==> src/rtl/calc_pkg.sv <==
// Shared key codes, ALU opcodes and FSM states for the calculator entry path.
package calc_pkg;

  localparam logic [4:0] KEY_ADD = 5'h10;
  localparam logic [4:0] KEY_MUL = 5'h11;
  localparam logic [4:0] KEY_AND = 5'h12;
  localparam logic [4:0] KEY_EXE = 5'h13;
  localparam logic [4:0] KEY_SUB = 5'h14;
  localparam logic [4:0] KEY_OR  = 5'h15;
  localparam logic [4:0] KEY_CE  = 5'h16;
  localparam logic [4:0] KEY_CLR = 5'h17;

  typedef enum logic [2:0] {
    OP_ADD = 3'd0,
    OP_MUL = 3'd1,
    OP_AND = 3'd2,
    OP_SUB = 3'd3,
    OP_OR  = 3'd4
  } alu_op_e;

  typedef enum logic [1:0] {
    ENTER_A  = 2'd0,
    ENTER_B  = 2'd1,
    WAIT_ALU = 2'd2,
    SHOW_RES = 2'd3
  } calc_state_e;

  function automatic logic is_op_key(input logic [4:0] v);
    return (v == KEY_ADD) || (v == KEY_MUL) || (v == KEY_AND) ||
           (v == KEY_SUB) || (v == KEY_OR);
  endfunction

  function automatic alu_op_e key_to_op(input logic [4:0] v);
    case (v)
      KEY_MUL: return OP_MUL;
      KEY_AND: return OP_AND;
      KEY_SUB: return OP_SUB;
      KEY_OR:  return OP_OR;
      default: return OP_ADD;
    endcase
  endfunction

endpackage

==> src/rtl/calc_entry_ctrl_digit_shift_reg.sv <==
// Operand register: shifts in one nibble per digit, saturating digit count, clear and parallel load.
// Clear plus shift in one cycle yields a single-digit value with count 1.
module digit_shift_reg
  import calc_pkg::*;
#(
  parameter int DIGITS = 4,
  parameter int W      = 4 * DIGITS
) (
  input  logic         clk,
  input  logic         rst,
  input  logic         clr_i,
  input  logic         shift_i,
  input  logic [3:0]   digit_i,
  input  logic         load_i,
  input  logic [W-1:0] load_val_i,
  output logic [W-1:0] val_o,
  output logic [W-1:0] val_nxt_o
);

  localparam int CW = $clog2(DIGITS + 1);

  logic [W-1:0]  val_q, val_d;
  logic [CW-1:0] cnt_q, cnt_d;

  always_comb begin
    val_d = val_q;
    cnt_d = cnt_q;
    if (clr_i) begin
      val_d = '0;
      cnt_d = '0;
    end
    // A loaded value counts as a full operand so later digits cannot extend it.
    if (load_i) begin
      val_d = load_val_i;
      cnt_d = CW'(DIGITS);
    end else if (shift_i && (cnt_d != CW'(DIGITS))) begin
      val_d = W'({val_d, digit_i});
      cnt_d = cnt_d + 1'b1;
    end
  end

  always_ff @(posedge clk) begin
    if (rst) begin
      val_q <= '0;
      cnt_q <= '0;
    end else begin
      val_q <= val_d;
      cnt_q <= cnt_d;
    end
  end

  assign val_o     = val_q;
  assign val_nxt_o = val_d;

endmodule

==> src/rtl/calc_entry_ctrl.sv <==
// Calculator keypad sequencer: operand entry, ALU req/ack with timeout, registered display.
// Optional BCD entry restriction enabled by defining CALC_DEC_MODE_EN.
module calc_entry_ctrl
  import calc_pkg::*;
#(
  parameter int DIGITS  = 4,
  parameter int TIMEOUT = 255,
  localparam int W      = 4 * DIGITS
) (
  input  logic         clk,
  input  logic         rst,
  input  logic         sel,
  input  logic [4:0]   val,
  input  logic         mode_dec,
  output logic         restriction,
  output logic         alu_req,
  output logic [W-1:0] alu_a,
  output logic [W-1:0] alu_b,
  output logic [2:0]   alu_op,
  input  logic         alu_ack,
  input  logic [W-1:0] alu_res,
  output logic [W-1:0] disp_val,
  output logic [1:0]   disp_sel,
  output logic         err
);

  localparam int TW = $clog2(TIMEOUT + 1);

  calc_state_e   state_q, state_d;
  alu_op_e       op_q, op_d;
  logic [W-1:0]  r_q, r_d;
  logic [TW-1:0] tmo_q, tmo_d;
  logic          err_q, err_d;
  logic          req_q, restr_q, restr_d;
  logic [W-1:0]  disp_val_q, disp_val_d;
  logic [1:0]    disp_sel_q, disp_sel_d;
  logic          a_clr, a_shift, a_load, b_clr, b_shift, acc;
  logic [W-1:0]  a_nxt, b_nxt;
  logic          dig_ok, is_dig, is_op, is_exe, is_ce, is_clr;

`ifdef CALC_DEC_MODE_EN
  assign dig_ok  = !(mode_dec && (val[3:0] > 4'h9));
  assign restr_d = mode_dec;
`else
  logic unused_mode_dec;
  assign unused_mode_dec = mode_dec;
  assign dig_ok  = 1'b1;
  assign restr_d = 1'b0;
`endif

  assign is_dig = sel && !val[4] && dig_ok;
  assign is_op  = sel && is_op_key(val);
  assign is_exe = sel && (val == KEY_EXE);
  assign is_ce  = sel && (val == KEY_CE);
  assign is_clr = sel && (val == KEY_CLR);

  always_comb begin
    state_d = state_q;
    op_d    = op_q;
    r_d     = r_q;
    tmo_d   = tmo_q;
    err_d   = err_q;
    a_clr   = 1'b0;
    a_shift = 1'b0;
    a_load  = 1'b0;
    b_clr   = 1'b0;
    b_shift = 1'b0;
    acc     = 1'b0;
    case (state_q)
      ENTER_A: begin
        acc = is_dig || is_op || is_ce || is_clr;
        if (is_dig) a_shift = 1'b1;
        else if (is_op) begin
          op_d    = key_to_op(val);
          b_clr   = 1'b1;
          state_d = ENTER_B;
        end else if (is_ce) a_clr = 1'b1;
        else if (is_clr) begin
          a_clr = 1'b1;
          b_clr = 1'b1;
          r_d   = '0;
          op_d  = OP_ADD;
        end
      end
      ENTER_B: begin
        acc = is_dig || is_op || is_exe || is_ce || is_clr;
        if (is_dig) b_shift = 1'b1;
        else if (is_op) op_d = key_to_op(val);
        else if (is_exe) begin
          tmo_d   = '0;
          state_d = WAIT_ALU;
        end else if (is_ce) b_clr = 1'b1;
        else if (is_clr) begin
          a_clr   = 1'b1;
          b_clr   = 1'b1;
          r_d     = '0;
          op_d    = OP_ADD;
          state_d = ENTER_A;
        end
      end
      WAIT_ALU: begin
        if (alu_ack) begin
          r_d     = alu_res;
          state_d = SHOW_RES;
        end else if (tmo_q == TW'(TIMEOUT)) begin
          r_d     = '0;
          err_d   = 1'b1;
          state_d = SHOW_RES;
        end else tmo_d = tmo_q + 1'b1;
      end
      default: begin
        acc = is_dig || is_op || is_exe || is_ce || is_clr;
        if (is_dig) begin
          a_clr   = 1'b1;
          a_shift = 1'b1;
          state_d = ENTER_A;
        end else if (is_op) begin
          a_load  = 1'b1;
          op_d    = key_to_op(val);
          b_clr   = 1'b1;
          state_d = ENTER_B;
        end else if (is_exe) begin
          a_load  = 1'b1;
          tmo_d   = '0;
          state_d = WAIT_ALU;
        end else if (is_ce || is_clr) begin
          a_clr   = 1'b1;
          b_clr   = 1'b1;
          r_d     = '0;
          op_d    = OP_ADD;
          state_d = ENTER_A;
        end
      end
    endcase
    if (acc) err_d = 1'b0;
  end

  digit_shift_reg #(.DIGITS(DIGITS), .W(W)) u_reg_a (
    .clk(clk), .rst(rst), .clr_i(a_clr), .shift_i(a_shift), .digit_i(val[3:0]),
    .load_i(a_load), .load_val_i(r_q), .val_o(alu_a), .val_nxt_o(a_nxt)
  );

  digit_shift_reg #(.DIGITS(DIGITS), .W(W)) u_reg_b (
    .clk(clk), .rst(rst), .clr_i(b_clr), .shift_i(b_shift), .digit_i(val[3:0]),
    .load_i(1'b0), .load_val_i('0), .val_o(alu_b), .val_nxt_o(b_nxt)
  );

  // Display follows the next state so the shown value is a register, not a mux of registers.
  always_comb begin
    disp_val_d = a_nxt;
    disp_sel_d = 2'd0;
    case (state_d)
      ENTER_B, WAIT_ALU: begin
        disp_val_d = b_nxt;
        disp_sel_d = 2'd1;
      end
      SHOW_RES: begin
        disp_val_d = r_d;
        disp_sel_d = 2'd2;
      end
      default: ;
    endcase
  end

  always_ff @(posedge clk) begin
    if (rst) begin
      state_q    <= ENTER_A;
      op_q       <= OP_ADD;
      r_q        <= '0;
      tmo_q      <= '0;
      err_q      <= 1'b0;
      req_q      <= 1'b0;
      restr_q    <= 1'b0;
      disp_val_q <= '0;
      disp_sel_q <= 2'd0;
    end else begin
      state_q    <= state_d;
      op_q       <= op_d;
      r_q        <= r_d;
      tmo_q      <= tmo_d;
      err_q      <= err_d;
      req_q      <= (state_d == WAIT_ALU);
      restr_q    <= restr_d;
      disp_val_q <= disp_val_d;
      disp_sel_q <= disp_sel_d;
    end
  end

  assign alu_req     = req_q;
  assign alu_op      = op_q;
  assign err         = err_q;
  assign restriction = restr_q;
  assign disp_val    = disp_val_q;
  assign disp_sel    = disp_sel_q;

endmodule

==> config.mk <==
export PLATFORM = sky130hd
export DESIGN_NAME = calc_entry_ctrl
export DESIGN_NICKNAME = d
export VERILOG_FILES = /design/src/rtl/calc_pkg.sv /design/src/rtl/calc_entry_ctrl_digit_shift_reg.sv /design/src/rtl/calc_entry_ctrl.sv
export SDC_FILE = /design/constraint.sdc
export NUM_CORES = 1
export LEC_CHECK = 0
export ABC_CLOCK_PERIOD_IN_PS = 3400
export CAP_MARGIN = 20
export CORE_ASPECT_RATIO = 0.7
export CORE_MARGIN = 5
export CORE_UTILIZATION = 45
export CTS_BUF_LIST = sky130_fd_sc_hd__clkbuf_4 sky130_fd_sc_hd__clkbuf_8
export DETAILED_ROUTE_END_ITERATION = 16
export GPL_ROUTABILITY_DRIVEN = 0
export HOLD_SLACK_MARGIN = 0.1
export PLACE_DENSITY = 0.77
export SETUP_SLACK_MARGIN = 0.3
export SLEW_MARGIN = 30
export SYNTH_ARGS = -nofsm -noshare
export SYNTH_HDL_FRONTEND = slang
export SYNTH_HIERARCHICAL = 1
export SYNTH_SLANG_ARGS = --single-unit
==> constraint.sdc <==
create_clock -name clk -period 3.4 [get_ports clk]
set_clock_uncertainty 0.2 [all_clocks]
set_input_delay 0.68 -clock clk [delete_from_list [all_inputs] [get_ports clk]]
set_output_delay 0.68 -clock clk [all_outputs]
set_load 0.03 [all_outputs]
==> results of run 1 <==
==> area by class of cell <==
cell class / instances / area, µm² / share of cell area [%]
repair buffers: 186 / 1730 / 23.6
flip-flops and latches: 87 / 1750 / 23.9
multi-input cells: 479 / 3210 / 44.0
clock buffers: 10 / 131 / 1.80
inverters: 47 / 180 / 2.47
well taps: 153 / 191 / 2.62
clock inverters: 6 / 115 / 1.58
==> flip-flops by register name, summed over array words and instances (netlist names) <==
signal / count
u_reg_b/val_o: 16
err: 1
u_reg_b/cnt_q: 3
u_reg_a/val_o: 16
alu_req: 1
r_q: 16
disp_sel: 2
disp_val: 16
state_q: 2
u_reg_a/cnt_q: 3
tmo_q: 8
alu_op: 3
==> metrics by stage <==
step                util (%)  setup slack, ps  cell area, µm²  total power, W
floorplan                  -              300            5120         0.00280
global route            67.0              134            7300         0.00577
CTS                     64.7              310            7040         0.00524
global placement        58.8             -313            6410         0.00388
finish                  67.0              245            7300         0.00548
detailed placement      58.8             -413            6410         0.00396
==> layout by cell type, fill, tap and decap left out, drive strengths merged, types with 16 or more instances in the layout <==
master           n
inv             48
nand2           88
conb            23
a21oi           60
nand3           23
dfxtp           87
o21ai           65
a31oi           24
o22ai           22
buf            108
nor2            20
mux2i           24
clkdlybuf4s50   72
a221oi          16
==> routing by layer <==
layer / track usage (%) / wire length, µm / vias up / part of all wire (%)
met5: 0 / 0 / - / 0
met4: 8.06 / 426 / 0 / 2.6
met3: 4.89 / 981 / 44 / 6.1
li1: - / - / 2619 / -
met1: 29.9 / 6920 / 2631 / 43
met2: 38.8 / 7780 / 216 / 48
==> report_power, final <==
part | internal, W | switching, W
clock network | 0.000502 | 0.000393
registers | 0.00114 | 0.0000873
logic | 0.00157 | 0.00179
total | 0.00321 | 0.00227
==> kinds of logic (layout without fill, tap and decap cells) <==
kind of cell	after synthesis	after routing	synth area share (%)
compound gates	220	220	27.7
xor+xnor	5	5	0.881
fa+ha+maj	11	11	2.77
buf+inv	95	249	9.09
flops	87	87	35.1
mux	24	24	4.84
other cells	1	23	0.0755
simple gates	196	196	19.6
==> worst min path at each step <==
| stage | from | end | slack (ps) | cells after the start |
|---|---|---|---|---|
| after floorplan | tmo_q[7]$_SDFFE_PP0P_ | tmo_q[7]$_SDFFE_PP0P_ | 260 | 2 |
| after global placement | alu_op[1]$_SDFFE_PP0P_ | alu_op[1]$_SDFFE_PP0P_ | 250 | 2 |
| after detailed placement | alu_op[1]$_SDFFE_PP0P_ | alu_op[1]$_SDFFE_PP0P_ | 260 | 2 |
| after CTS | alu_op[1]$_SDFFE_PP0P_ | alu_op[1]$_SDFFE_PP0P_ | 280 | 2 |
| after global routing | alu_op[1]$_SDFFE_PP0P_ | alu_op[1]$_SDFFE_PP0P_ | 290 | 2 |
| final | alu_op[1]$_SDFFE_PP0P_ | alu_op[1]$_SDFFE_PP0P_ | 270 | 2 |
==> critical path, cell delays in order (launching register included) <==
cell,delay (ps)
dfxtp_4,400
clkinvlp_4,160
ha_4,210
buf_6,130
nand2_1,80
a221oi_2,60
buf_4,160
nand2b_4,150
ha_4,180
a21boi_4,180
buf_6,120
buf_12,130
mux2i_2,250
o21ai_1,140
a21oi_2,190
o21ai_0,120
o21ai_1,140
a21oi_1,50
==> timing repair <==
| action | 4_1_cts | 5_1_grt |
|---|---|---|
| gates resized for setup | 55 | 53 |
| pin swaps | 16 | 25 |
| setup buffers | 18 | 13 |
| setup endpoints to repair | 16 | 17 |
| gates cloned | 2 | 0 |
==> results.md, run 1 <==
- Number of buffers inserted by port buffering: 79
- R2R Path End: disp_val[12]$_SDFF_PP0_
- Layout fillers: 900
- Initial antenna violation count: 0
- Die width: 136 µm
- Max_slew headroom: 35.2%
- Antenna diodes: 0
- DR vias/cell: 5.69
- ANT nets after route: 0
- Detailed placement HPWL: 11,100 µm
- Worst hold margin: 270 ps
- Critical Path AT: 3210 ps
- Vias in the first global route: 5,299
- Asr flop ratio synth: 0%
- Clk sink count: 87
- Synth Area per Inst: 7.78 µm²
- Max Slew Vio Count: 0
- Req. time, crit path: 3460 ps
- Post-Syn Instances: 639
- Critical Path Sink Type: flip-flop
- Final setup fails: 0
- Tmin final: 3150 ps
- Power density over the cells: 750 mW/mm²
- Routed Wire Length: 16,100 µm
- Ratio of final minimum period to clock period: 92.8%
- Number of flops mapped to enable cells by yosys: 0
- RSZ-0062 raised after global routing: yes
- Layout cells sized above 1: 24.7%
- Initial core utilization: 45.6%
- Core Area: 0.0109 mm²
- Setup TNS: 0 ps
- Actual slew at the worst max-slew pin: 972 ps
- Register area share after synthesis: 35.1%
- Synth Flop Type: dfxtp_1
- Area delta synth->final: 47.0%
- Placed insts: 919
- Post-layout nets: 847
- First-pass GRT wire length: 25,500 µm
- Worst r2r src: state_q[1]$_SDFF_PP0_
- CTS tree: yes
- Outcome: completed
- Hold buffer count at cts: 0
- Post-synth top cells: nand2_1 (88), dfxtp_1 (87), a21oi_1 (60), inv_1 (47), o21ai_0 (43)
- P_leak: 2.66 nW
- Synth Register Bits: 87
- Most common cell in the netlist: nand2_1
- Worst setup path startpoint: state_q[1]$_SDFF_PP0_
- Worst setup path category: reg2reg
- Routed WL per cell: 16.6 µm
- # DRC: 0
- Grt total ovfl: 0
- Synth area leader: dfxtp_1
- Skew-Pair Late Insertion Delay: 360 ps
- Worst R2R Path Depth: 17
- Number of max-cap violations: 0
- Fmax: 317 MHz
- Clock Root Buffer: clkbuf_8
- Die area: 0.0133 mm²
- Share of the synthesized area in the top cell type: 35.1%
- End of the critical path: disp_val[12]$_SDFF_PP0_
- Netlist cell types: 63
- IO Pins: 82
- Synth area leaders: dfxtp_1 (35%), nand2_1 (6.6%), a21oi_1 (6.0%)
- Startpoint types: flip-flop
- First drt pass iteration count: 5
- DRT iter0 DRCs: 397
- Largest net degree at the start of global routing: 51
- Clk slew on worst S/H paths: 90 ps
- Worst-path maximum fanout: 8
- Cts bufs inserted: 9
- Vias post-DR: 5,510
- Fin. Hold Viols: 0
- Synth warnings: 6
- Reg2Reg Setup Slack: 250 ps
- Die Y: 97.9 µm
- VDD IR max: 573 µV
- H-tree depth: 3
- Post-Syn Area: 0.00497 mm²
- Cell Rows: 32
- Fin cells: 968
- Min-delay worst type: reg2reg
- Gr usage total: 23.3%
- Clock Path Buffers: 2
(Power assumes the default switching activity.)
==> run 2: changes to the inputs <==
- RECOVER_POWER: unset -> 100
==> run 2 against run 1 <==
Net effect:
- combinational power down 4%
- core utilization down 0.91 points
- clock-buffer cell count unchanged
- cell count unchanged
- sequential share of layout area up 0.33 points
- critical path depth down 1
- global-route usage unchanged
- worst hold slack worse by 3.2 ps
- critical path type unchanged
- largest cell class unchanged
==> results.md, run 2 (same netlist as run 1, synthesis figures left out) <==
- Outcome: completed (unchanged)
- Die area: 0.0133 mm² (unchanged)
- Post-route cell area: 0.00720 mm² (was 0.00730 mm²)
- Final setup fails: 0 (unchanged)
- Antenna diodes: 0 (unchanged)
- Area delta synth->final: 45.0% (was 47.0%)
- Worst setup path category: reg2reg (unchanged)
- Total power: 0.00535 W (was 0.00548 W)
- Die width: 136 µm (unchanged)
- Actual slew at the worst max-slew pin: 957 ps (was 972 ps)
- Most frequent cells in the layout: nand2_1 (87), dfxtp_1 (85), buf_4 (76), dlygate4sd3_1 (55), a21oi_1 (50) (was buf_4 (88), nand2_1 (87), dfxtp_1 (85), clkdlybuf4s50_1 (72), a21oi_1 (47))
- Fmax: 309 MHz (was 317 MHz)
- Min-delay worst type: reg2reg (unchanged)
- Fin cells: 968 (unchanged)
- Clk slew on worst S/H paths: 90 ps (about the same)
- Area of the multi-input gates: 0.00312 mm² (was 0.00321 mm²)
- Setup TNS: 0 ps (unchanged)
- DP Area: 0.00641 mm² (unchanged)
- Largest net degree at the start of global routing: 51 (unchanged)
- Ratio of final minimum period to clock period: 95.2% (was 92.8%)
- First-pass GRT wire length: 25,500 µm (unchanged)
- CTS tree: yes (unchanged)
- P_leak: 2.81 nW (was 2.66 nW)
- Number of max-cap violations: 0 (unchanged)
- DR vias/cell: 5.71 (was 5.69)
- Layout fillers: 918 (was 900)
- Skew-Pair Late Insertion Delay: 360 ps (about the same)
- ANT nets after route: 0 (unchanged)
- Worst setup path startpoint: state_q[1]$_SDFF_PP0_ (unchanged)
- Worst-path maximum fanout: 8 (unchanged)
- Hold Crit Depth: 2 (unchanged)
- DRT iter0 DRCs: 410 (was 397)
- IO Pins: 82 (unchanged)
- Critical Path AT: 3290 ps (was 3210 ps)
- Cell Rows: 32 (unchanged)
- # DRC: 0 (unchanged)
- Register Area: 0.00175 mm² (unchanged)
- Clock Path Buffers: 2 (unchanged)
- Routed Wire Length: 16,100 µm (about the same)
- Worst r2r src: state_q[1]$_SDFF_PP0_ (unchanged)
- Net Sw Frac: 41.4% (about the same)
- Vias in the first global route: 5,299 (unchanged)
- R2R Path End: disp_val[12]$_SDFF_PP0_ (unchanged)
- Vias post-DR: 5,529 (was 5,510)
- Number of buffers inserted by port buffering: 79 (unchanged)
- Detailed placement HPWL: 11,100 µm (unchanged)
- Fin util: 66.1% (was 67.0%)
- Fin. Hold Viols: 0 (unchanged)
- Hold_sp: alu_op[1]$_SDFFE_PP0P_ (unchanged)
- Reg2Reg Setup Slack: 160 ps (was 250 ps)
- H-tree depth: 3 (unchanged)
- Max_slew headroom: 36.2% (was 35.2%)
- First drt pass iteration count: 5 (unchanged)
- Post-layout nets: 847 (unchanged)
- Max Slew Vio Count: 0 (unchanged)
- Comb pwr share: 60.5% (was 61.3%)
- Tmin final: 3240 ps (was 3150 ps)
- Clk sink count: 87 (unchanged)
- Initial core utilization: 45.6% (unchanged)
- Cts bufs inserted: 9 (unchanged)
- VDD IR max: 554 µV (was 573 µV)
- Gr usage total: 23.3% (unchanged)
- Grt total ovfl: 0 (unchanged)
- Worst hold endpoint: alu_op[1]$_SDFFE_PP0P_ (unchanged)
- Net switching power figure: 0.00222 W (was 0.00227 W)
- Placed insts: 919 (unchanged)
- Most common cell after layout, fill and taps aside: nand2_1 (was buf_4)
- Clock group share of total power: 16.8% (was 16.3%)
- Power density over the cells: 743 mW/mm² (was 750 mW/mm²)
- RSZ-0062 raised after global routing: yes (unchanged)
- Startpoint types: flip-flop (unchanged)
- Layout cells sized above 1: 22.3% (was 24.7%)
- Routed WL per cell: 16.6 µm (about the same)
- Core Area: 0.0109 mm² (unchanged)
- Design internal power: 0.00313 W (was 0.00321 W)
- Req. time, crit path: 3460 ps (about the same)
- Worst R2R Path Depth: 16 (was 17)
- Critical Path Sink Type: flip-flop (unchanged)
- Clock Root Buffer: clkbuf_8 (unchanged)
- Hold buffer count at cts: 0 (unchanged)
- Initial antenna violation count: 0 (unchanged)
- Die Y: 97.9 µm (unchanged)
- Reg power frac: 22.7% (was 22.4%)
==> run 2: cell types whose count changed in the layout (fill, tap and decap cells not counted), sizes merged <==
cell and change:
clkdlybuf4s50 -55, buf -12, dlygate4sd3 +55, clkbuf +12
==> run 2: final cells by class <==
cell class / count / area share (%)
Clock buffer: 10 / 1.82
Clock inverter: 6 / 1.60
Sequential cell: 87 / 24.2
Timing Repair Buffer: 186 / 23.8
Multi-Input combinational cell: 479 / 43.4
Tap cell: 153 / 2.66
Inverter: 47 / 2.50
==> run 2: worst max-delay path by stage <==
| stage | slack [ps] | endpoint |
|---|---|---|
| floorplan | 300 | disp_val[8]$_SDFF_PP0_ |
| global placement | -310 | disp_val[4]$_SDFF_PP0_ |
| detailed placement | -410 | disp_val[4]$_SDFF_PP0_ |
| CTS | 310 | disp_val[14]$_SDFF_PP0_ |
| global route | 50 | disp_val[14]$_SDFF_PP0_ |
| finish | 160 | disp_val[12]$_SDFF_PP0_ |
==> run 2: layer usage <==
metal,up-vias,share of wire (%),GRT usage [%]
met1,2631,42,29.9
met2,237,49,38.8
met5,-,0,0
li1,2617,-,-
met3,44,6.3,4.89
met4,0,2.7,8.06
==> run 2: timing repair <==
item                                    CTS  global route
buffers inserted                         18            13
gates cloned                              2             0
pin swaps                                16            25
resized for setup                        55            53
endpoints found under the setup margin   16            17
==> run 2: power by group through the flow <==
stage	Combinational (W)	Clock (W)	Sequential [W]
after floorplan	0.00146	0	0.00134
after detailed placement	0.00274	0	0.00123
after CTS	0.00312	0.000913	0.00121
after global routing	0.00347	0.000953	0.00123
after global placement	0.00266	0	0.00122
final	0.00324	0.000896	0.00122
==> run 2: worst max-delay path, cell delays in order (launching register included) <==
cell	delay [ps]
dfxtp_4	400
clkinvlp_4	130
ha_1	310
nor2_2	180
a221oi_2	70
buf_4	160
nand2b_4	150
ha_4	180
a21boi_4	180
buf_6	120
buf_12	130
mux2i_1	250
o21ai_1	140
a21oi_2	200
o21ai_0	130
o21ai_1	150
a21oi_1	50
==> run 2: through the flow <==
step | setup slack (ps) | hold slack, ps
2_1_floorplan | 300 | 261
3_3_place_gp | -313 | 248
4_1_cts | 310 | 279
5_1_grt | 54.5 | 292
6_report | 163 | 267
3_5_place_dp | -413 | 261
==> run 3: changes to the inputs <==
- SKIP_LAST_GASP: unset -> 1
==> results of run 3 <==
Final layout, timing and power as in run 2 (identical DEF).
